==> src/rtl/pll_seq_pkg.sv <==
// Shared state encoding and sizing helpers for the PLL reset sequencer.
package pll_seq_pkg;

  localparam int unsigned RETRY_W = 2;

  typedef enum logic [2:0] {
    PLL_RST,
    WAIT_LOCK,
    STABLE,
    RELEASE,
    RUN,
    FAIL
  } seq_state_e;

  function automatic int unsigned max_u(input int unsigned a, input int unsigned b);
    return (a > b) ? a : b;
  endfunction

endpackage

==> src/rtl/pll_seq_timer.sv <==
// Loadable down-counter shared by every timed phase; done_c flags the final cycle of a phase.
module pll_seq_timer #(
  parameter int unsigned W       = 12,
  parameter int unsigned RST_VAL = 0
) (
  input  logic         clk_in_n,
  input  logic         reset,
  input  logic         load,
  input  logic [W-1:0] load_val,
  output logic         done_c
);

  logic [W-1:0] cnt_q;
  logic [W-1:0] cnt_d;

  always_comb begin
    cnt_d = cnt_q;
    if (load) begin
      cnt_d = load_val;
    end else if (cnt_q != '0) begin
      cnt_d = cnt_q - W'(1);
    end
  end

  always_ff @(posedge clk_in_n or posedge reset) begin
    if (reset) begin
      cnt_q <= W'(RST_VAL);
    end else begin
      cnt_q <= cnt_d;
    end
  end

  assign done_c = (cnt_q == '0);

endmodule

==> src/rtl/pll_reset_sequencer.sv <==
// PLL reset / lock / staged domain-release sequencer.
// Define PLL_SEQ_TIMEOUT_EN to enable lock timeout, retries and the FAIL state.
module pll_reset_sequencer
  import pll_seq_pkg::*;
#(
  parameter int unsigned NUM_DOMAINS    = 5,
  parameter int unsigned PLL_RST_CYCLES = 16,
  parameter int unsigned LOCK_TIMEOUT   = 2048,
  parameter int unsigned STABLE_CYCLES  = 64,
  parameter int unsigned RELEASE_GAP    = 8,
  parameter int unsigned MAX_RETRIES    = 3
) (
  input  logic                   clk_in_n,
  input  logic                   reset,
  input  logic                   locked,
  input  logic                   restart_req,
  input  logic                   clr_lost,
  output logic                   pll_reset,
  output logic [NUM_DOMAINS-1:0] domain_reset,
  output logic                   ready,
  output logic                   pll_fail,
  output logic                   lock_lost,
  output logic [RETRY_W-1:0]     retry_count
);

  localparam int unsigned TMR_MAX  = max_u(max_u(PLL_RST_CYCLES, LOCK_TIMEOUT),
                                           max_u(STABLE_CYCLES, RELEASE_GAP));
  localparam int unsigned TMR_W    = $clog2(TMR_MAX + 1);
  localparam int unsigned IDX_W    = (NUM_DOMAINS > 1) ? $clog2(NUM_DOMAINS) : 1;
  localparam logic [IDX_W-1:0] LAST_IDX = IDX_W'(NUM_DOMAINS - 1);

  if (NUM_DOMAINS == 0 || PLL_RST_CYCLES == 0 || LOCK_TIMEOUT == 0 ||
      STABLE_CYCLES == 0 || RELEASE_GAP == 0 || MAX_RETRIES == 0 ||
      MAX_RETRIES > ((1 << RETRY_W) - 1)) begin : g_bad_params
    $error("pll_reset_sequencer: illegal parameter value");
  end

  seq_state_e               state_q, state_d;
  logic [IDX_W-1:0]         rel_idx_q, rel_idx_d;
  logic                     pll_reset_q, pll_reset_d;
  logic [NUM_DOMAINS-1:0]   domain_reset_q, domain_reset_d;
  logic                     ready_q, ready_d;
  logic                     pll_fail_q, pll_fail_d;
  logic                     lock_lost_q, lock_lost_d;
  logic [RETRY_W-1:0]       retry_count_q, retry_count_d;

  logic                     tmr_load;
  logic [TMR_W-1:0]         tmr_val;
  logic                     tmr_done_c;
  logic                     loss;

  pll_seq_timer #(
    .W       (TMR_W),
    .RST_VAL (PLL_RST_CYCLES - 1)
  ) u_timer (
    .clk_in_n (clk_in_n),
    .reset    (reset),
    .load     (tmr_load),
    .load_val (tmr_val),
    .done_c   (tmr_done_c)
  );

  // Next state, phase timer control and registered output values.
  always_comb begin
    state_d        = state_q;
    rel_idx_d      = rel_idx_q;
    domain_reset_d = domain_reset_q;
    retry_count_d  = retry_count_q;
    lock_lost_d    = lock_lost_q;
    tmr_load       = 1'b0;
    tmr_val        = '0;
    loss           = 1'b0;

    case (state_q)
      PLL_RST: begin
        if (tmr_done_c) state_d = WAIT_LOCK;
      end
      WAIT_LOCK: begin
        if (locked) begin
          state_d = STABLE;
        end
`ifdef PLL_SEQ_TIMEOUT_EN
        else if (tmr_done_c) begin
          retry_count_d = (retry_count_q == '1) ? retry_count_q : retry_count_q + RETRY_W'(1);
          state_d       = (32'(retry_count_d) >= MAX_RETRIES) ? FAIL : PLL_RST;
        end
`endif
      end
      STABLE: begin
        if (!locked) begin
          loss    = 1'b1;
          state_d = PLL_RST;
        end else if (tmr_done_c) begin
          rel_idx_d         = '0;
          domain_reset_d[0] = 1'b0;
          state_d           = (NUM_DOMAINS == 1) ? RUN : RELEASE;
        end
      end
      RELEASE: begin
        if (!locked) begin
          loss    = 1'b1;
          state_d = PLL_RST;
        end else if (tmr_done_c) begin
          rel_idx_d      = rel_idx_q + IDX_W'(1);
          domain_reset_d = domain_reset_q & ~(NUM_DOMAINS'(1) << rel_idx_d);
          if (rel_idx_d == LAST_IDX) begin
            state_d = RUN;
          end else begin
            tmr_load = 1'b1;
            tmr_val  = TMR_W'(RELEASE_GAP - 1);
          end
        end
      end
      RUN: begin
        if (!locked) begin
          loss    = 1'b1;
          state_d = PLL_RST;
        end
      end
      FAIL: begin
        state_d = FAIL;
      end
      default: state_d = PLL_RST;
    endcase

    // Restart outranks every other transition, including a simultaneous loss.
    if (restart_req && state_q != PLL_RST) begin
      state_d       = PLL_RST;
      retry_count_d = '0;
    end

    if (state_d != state_q) begin
      tmr_load = 1'b1;
      case (state_d)
        PLL_RST:   tmr_val = TMR_W'(PLL_RST_CYCLES - 1);
        WAIT_LOCK: tmr_val = TMR_W'(LOCK_TIMEOUT - 1);
        STABLE:    tmr_val = TMR_W'(STABLE_CYCLES - 1);
        RELEASE:   tmr_val = TMR_W'(RELEASE_GAP - 1);
        default:   tmr_val = '0;
      endcase
    end

    if (state_d == PLL_RST || state_d == FAIL) begin
      domain_reset_d = '1;
      rel_idx_d      = '0;
    end
    if (state_d == RUN) retry_count_d = '0;

    if (loss) begin
      lock_lost_d = 1'b1;
    end else if (clr_lost) begin
      lock_lost_d = 1'b0;
    end

    pll_reset_d = (state_d == PLL_RST);
    ready_d     = (state_d == RUN);
`ifdef PLL_SEQ_TIMEOUT_EN
    pll_fail_d  = (state_d == FAIL);
`else
    pll_fail_d    = 1'b0;
    retry_count_d = '0;
`endif
  end

  always_ff @(posedge clk_in_n or posedge reset) begin
    if (reset) begin
      state_q        <= PLL_RST;
      rel_idx_q      <= '0;
      pll_reset_q    <= 1'b1;
      domain_reset_q <= '1;
      ready_q        <= 1'b0;
      pll_fail_q     <= 1'b0;
      lock_lost_q    <= 1'b0;
      retry_count_q  <= '0;
    end else begin
      state_q        <= state_d;
      rel_idx_q      <= rel_idx_d;
      pll_reset_q    <= pll_reset_d;
      domain_reset_q <= domain_reset_d;
      ready_q        <= ready_d;
      pll_fail_q     <= pll_fail_d;
      lock_lost_q    <= lock_lost_d;
      retry_count_q  <= retry_count_d;
    end
  end

  assign pll_reset    = pll_reset_q;
  assign domain_reset = domain_reset_q;
  assign ready        = ready_q;
  assign pll_fail     = pll_fail_q;
  assign lock_lost    = lock_lost_q;
  assign retry_count  = retry_count_q;

endmodule

==> config.mk <==
export PLATFORM = sky130hd
export DESIGN_NAME = pll_reset_sequencer
export DESIGN_NICKNAME = d
export VERILOG_FILES = /design/src/rtl/pll_seq_pkg.sv /design/src/rtl/pll_seq_timer.sv /design/src/rtl/pll_reset_sequencer.sv
export SDC_FILE = /design/constraint.sdc
export NUM_CORES = 1
export LEC_CHECK = 0
export CAP_MARGIN = 5
export CORE_ASPECT_RATIO = 1.2
export CORE_UTILIZATION = 40
export CTS_CLUSTER_DIAMETER = 80
export DETAILED_ROUTE_END_ITERATION = 8
export DONT_BUFFER_PORTS = 1
export PLACE_DENSITY = 0.59
export SLEW_MARGIN = 20
export SYNTH_ARGS = -nofsm -noshare
export SYNTH_HDL_FRONTEND = slang
export SYNTH_SLANG_ARGS = --single-unit
==> constraint.sdc <==
create_clock -name clk_in_n -period 3.05 [get_ports clk_in_n]
set_input_delay 0.61 -clock clk_in_n [delete_from_list [all_inputs] [get_ports clk_in_n]]
set_output_delay 0.61 -clock clk_in_n [all_outputs]
set_load 0.03 [all_outputs]
==> metrics.md, run 1 <==
| Metric | Value |
|---|---|
| Crit path arrival time | 2.93 ns |
| Post-synth EDFFs | 0 |
| Combinational Power Share | between 30% and 40% |
| Synth Flop Type | dfrtp_1 |
| First-pass GRT wire length | slightly above 6000 um |
| Clock share of power | a little under a quarter |
| Hold WC Path Type | in -> async |
| CTS H-tree lvls | 1 |
| Status | completed |
| Core area | approximately 0.004 mm^2 |
| Clock buffer count from CTS | 3 |
| Layout cell share with drive strength beyond 1 | about 16% |
| RSZ-0062 raised after global routing | false |
| Mapped Area | between 0.0015 and 0.002 mm^2 |
| Max Root-Sink Buffers | 2 |
| PwrDens | roughly 700 mW/mm^2 |
| Io pins | 16 |
| Initial core utilization | 42.7% |
| Worst-path fanout max | 6 |
| Antenna fix cells | 0 |
| Multi-input logic area | ~950 um^2 |
| DR iter-0 viols | 56 |
| Fill count | around 410 |
| CTS tree | done |
| Largest net degree at the start of global routing | 27 |
| Worst Setup End Kind | flip-flop |
| Clk_lat worst skew | roughly 0.27 ns |
| R2R Path End | u_timer.cnt_q[0] |
| Placed insts | approximately 230 |
| Antenna violations before repair | 0 |
| Vias per cell | about 5.7 |
| Layout Nets | approximately 190 |
| Max Cap Violations | 0 |
| Internal power | roughly 0.0008 W |
| Final count of pins violating max slew | 0 |
| Fmax | between 0.3 and 0.4 GHz |
| Die ar. | 0.00454 mm^2 |
| Vias | between 1000 and 1500 |
| Post-synth ARST share | 100% |
| Number of synthesized register bits | 26 |
| Worst hold margin | ~0.3 ns |
| Synthesized instance count | roughly 180 |
| Syn. warnings | 0 |
| Maximum vdd drop | around 0.28 mV |
| R2R cell count | 9 |
| Area growth, synth to finish | 6.14% |
| Reg clk slew, reported paths | approximately 0.090 ns |
| Detailed Place HPWL | ~2800 um |
| Final period util | between 80% and 90% |
| Fin cells | about 240 |
| Register-to-Register Setup Slack | between 0.3 and 0.4 ns |
| Sequential share of power | between 40 and 50% |
| Final Hold Violating Endpoints | 0 |
| Cell variety after synth | 54 |
| CTS sink cnt | 26 |
| Die height | ~74 um |
| Post-CTS sizing | 0 |
| Root buffer cell | clkbuf_8 |
| Mapped Avg Cell Area | 9.40 um^2 |
| Leading area contributor after synthesis | dfrtp_1 |
| Sequential area share after synthesis | between 30% and 40% |
| DR pass1 iterations | 5 |
| Final Core Density | 45.3% |
| Routability Congestion | roughly 0.95 |
| DRC | 0 |
| Post-CTS setup buffers | 0 |
| IO Port Bufs | 0 |
| Clock skew | 0.00301 ns |
| Critical path class | reg -> reg |
| WL/cell | between 15 and 20 um |
| Final setup viols | 0 |
| Most numerous cell in the Yosys netlist | nor2_1 |
| Routed wire length | 3590 um |
| Post-synth top cells | 30 x nor2_1, 16 x dfrtp_1, 11 x inv_1 |
| Switch share | about 35% |
| Crit path required time | 3.26 ns |
| Total leakage power | between 0.7 and 0.8 nW |
| Hold buffer count at CTS | 0 |
| Vias in the first global route | about 1400 |
| Overflow after GRT | 0 |
| Crit path launch type | flip-flop |
| Register cell area after layout | about 660 um^2 |
| Rows | 25 |
| Tot GR Track Use | 18.1% |
| Worst reg2reg startpoint | rel_idx_q[1] |
| Final instance area | approximately 0.0018 mm^2 |
| Top cells by area, synth | dfrtp_1 23%, dfstp_2 15%, nor2_1 6.6% |
| Placed Instance Area | 0.00174 mm^2 |
| Psw | ~0.00045 W |
| Worst Tran Pin Value | 0.900 ns |
| Post-synth top area share | between 20% and 30% |
| Die width | around 62 um |
| Fin crit period | 2.72 ns |
| Post-DRT Antenna Nets | 0 |
| Max-slew headroom | 39.6% |
| Setup TNS | 0 ns |
-- per-stage QoR --
step	worst slack, ns	power (W)
after CTS	0.383	0.00128
after floorplan	0.675	0.000898
final	0.327	0.00127
after global placement	0.436	0.000962
after global routing	0.137	0.00136
after detailed placement	0.396	0.000983
-- cells by family (layout without fill, tap and decap cells) --
family / count (synthesis) / count (layout) / share of synthesized area (%)
AO/OA/AOI/OAI: 40 / 40 / 18.9
AND/OR/NAND/NOR: 76 / 76 / 25.2
multiplexers: 1 / 1 / 0.585
other: 1 / 3 / 0.219
adder cells (fa/ha/maj): 7 / 7 / 5.12
flip-flops: 26 / 26 / 38.8
buffers and inverters: 21 / 18 / 6.00
XOR/XNOR: 10 / 10 / 5.12
-- cells in the final DEF, fill, tap and decap left out, drive strengths merged, types with 2 or more instances in the layout --
cell type / Yosys / layout
o21bai: 2 / 2
a21oi: 8 / 8
nand4: 2 / 2
o21a: 2 / 2
nor2: 32 / 32
ha: 7 / 7
nand2b: 5 / 5
clkinv: 1 / 2
clkbuf: 4 / 3
o22ai: 2 / 2
nor3: 8 / 8
dfstp: 10 / 10
or4: 3 / 3
a31o: 2 / 2
o31ai: 3 / 3
nor4: 5 / 5
a21o: 4 / 4
o21ai: 7 / 7
xnor2: 5 / 5
dfrtp: 16 / 16
inv: 12 / 11
xor2: 5 / 5
a22oi: 2 / 2
nand2: 7 / 7
conb: 1 / 3
o211ai: 2 / 2
nand3: 6 / 6
-- worst max-delay path by stage --
stage | startpoint | end | cells past startpoint
3_3_place_gp | rel_idx_q[0] | u_timer.cnt_q[0] | 9
3_5_place_dp | rel_idx_q[0] | u_timer.cnt_q[0] | 9
6_report | rel_idx_q[1] | u_timer.cnt_q[0] | 9
5_1_grt | rel_idx_q[0] | u_timer.cnt_q[0] | 9
2_1_floorplan | u_timer.cnt_q[9] | rel_idx_q[0] | 8
4_1_cts | rel_idx_q[0] | u_timer.cnt_q[0] | 9
-- power groups by stage --
stage          Combinational [W]  Clock (W)  Sequential (W)
3_3_place_gp            0.000402          0        0.000560
5_1_grt                 0.000473   0.000308        0.000582
6_report                0.000417   0.000287        0.000567
3_5_place_dp            0.000415          0        0.000568
4_1_cts                 0.000417   0.000297        0.000564
2_1_floorplan           0.000359          0        0.000540
-- registers in the layout, summed over array words and instances, names as in the netlist --
register and flops:
rel_idx_q 3, ready 1, u_timer.cnt_q 12, pll_reset 1
state_q 3, lock_lost 1, domain_reset 5
-- critical path, stage by stage, from the launching register on --
cell	delay [ns]
dfrtp_1	0.41
ha_1	0.19
ha_1	0.22
nor4bb_1	0.42
and4_1	0.29
nor2_1	0.08
o31ai_1	0.49
o211ai_4	0.22
nor2_4	0.20
o2bb2ai_1	0.13
-- routing by layer --
metal  global-route usage, %  vias up  share of wire [%]
li1                        -      633                  -
met1                    21.1      651                 42
met2                    31.9       38                 52
met3                    3.52        6                4.7
met4                    6.67        0                1.4
met5                       0        -                  0
-- final cells by class --
type | count | area share, %
Multi-Input combinational cell | 137 | 52.4
Sequential cell | 26 | 36.5
Tap cell | 54 | 3.72
Inverter | 13 | 2.96
Clock buffer | 3 | 2.27
Clock inverter | 1 | 1.65
Timing Repair Buffer | 1 | 0.414
No activity file was read; power rests on OpenSTA's default activity.
==> run 2: changes to the inputs <==
==> constraint.sdc (replaced) <==
create_clock -name clk_in_n -period 3.05 [get_ports clk_in_n]
set_input_delay 0.4575 -clock clk_in_n [delete_from_list [all_inputs] [get_ports clk_in_n]]
set_output_delay 0.4575 -clock clk_in_n [all_outputs]
set_load 0.03 [all_outputs]
==> results of run 2 <==
Same layout as run 1 (identical final DEF). Status: completed.
Main changes from that run: hold slack 0.300 ns -> 0.147 ns
==> run 3: changes to the inputs <==
--- a/config.mk
+++ b/config.mk
@@ -5,7 +5,7 @@
 export SDC_FILE = /design/constraint.sdc
 export NUM_CORES = 1
 export LEC_CHECK = 0
-export CAP_MARGIN = 5
+export CAP_MARGIN = 20
 export CORE_ASPECT_RATIO = 1.2
 export CORE_UTILIZATION = 40
 export CTS_CLUSTER_DIAMETER = 80
==> results of run 3 <==
Same layout as run 1 (identical final DEF). Status: completed.
Main changes from that run: hold slack 0.300 ns -> 0.147 ns
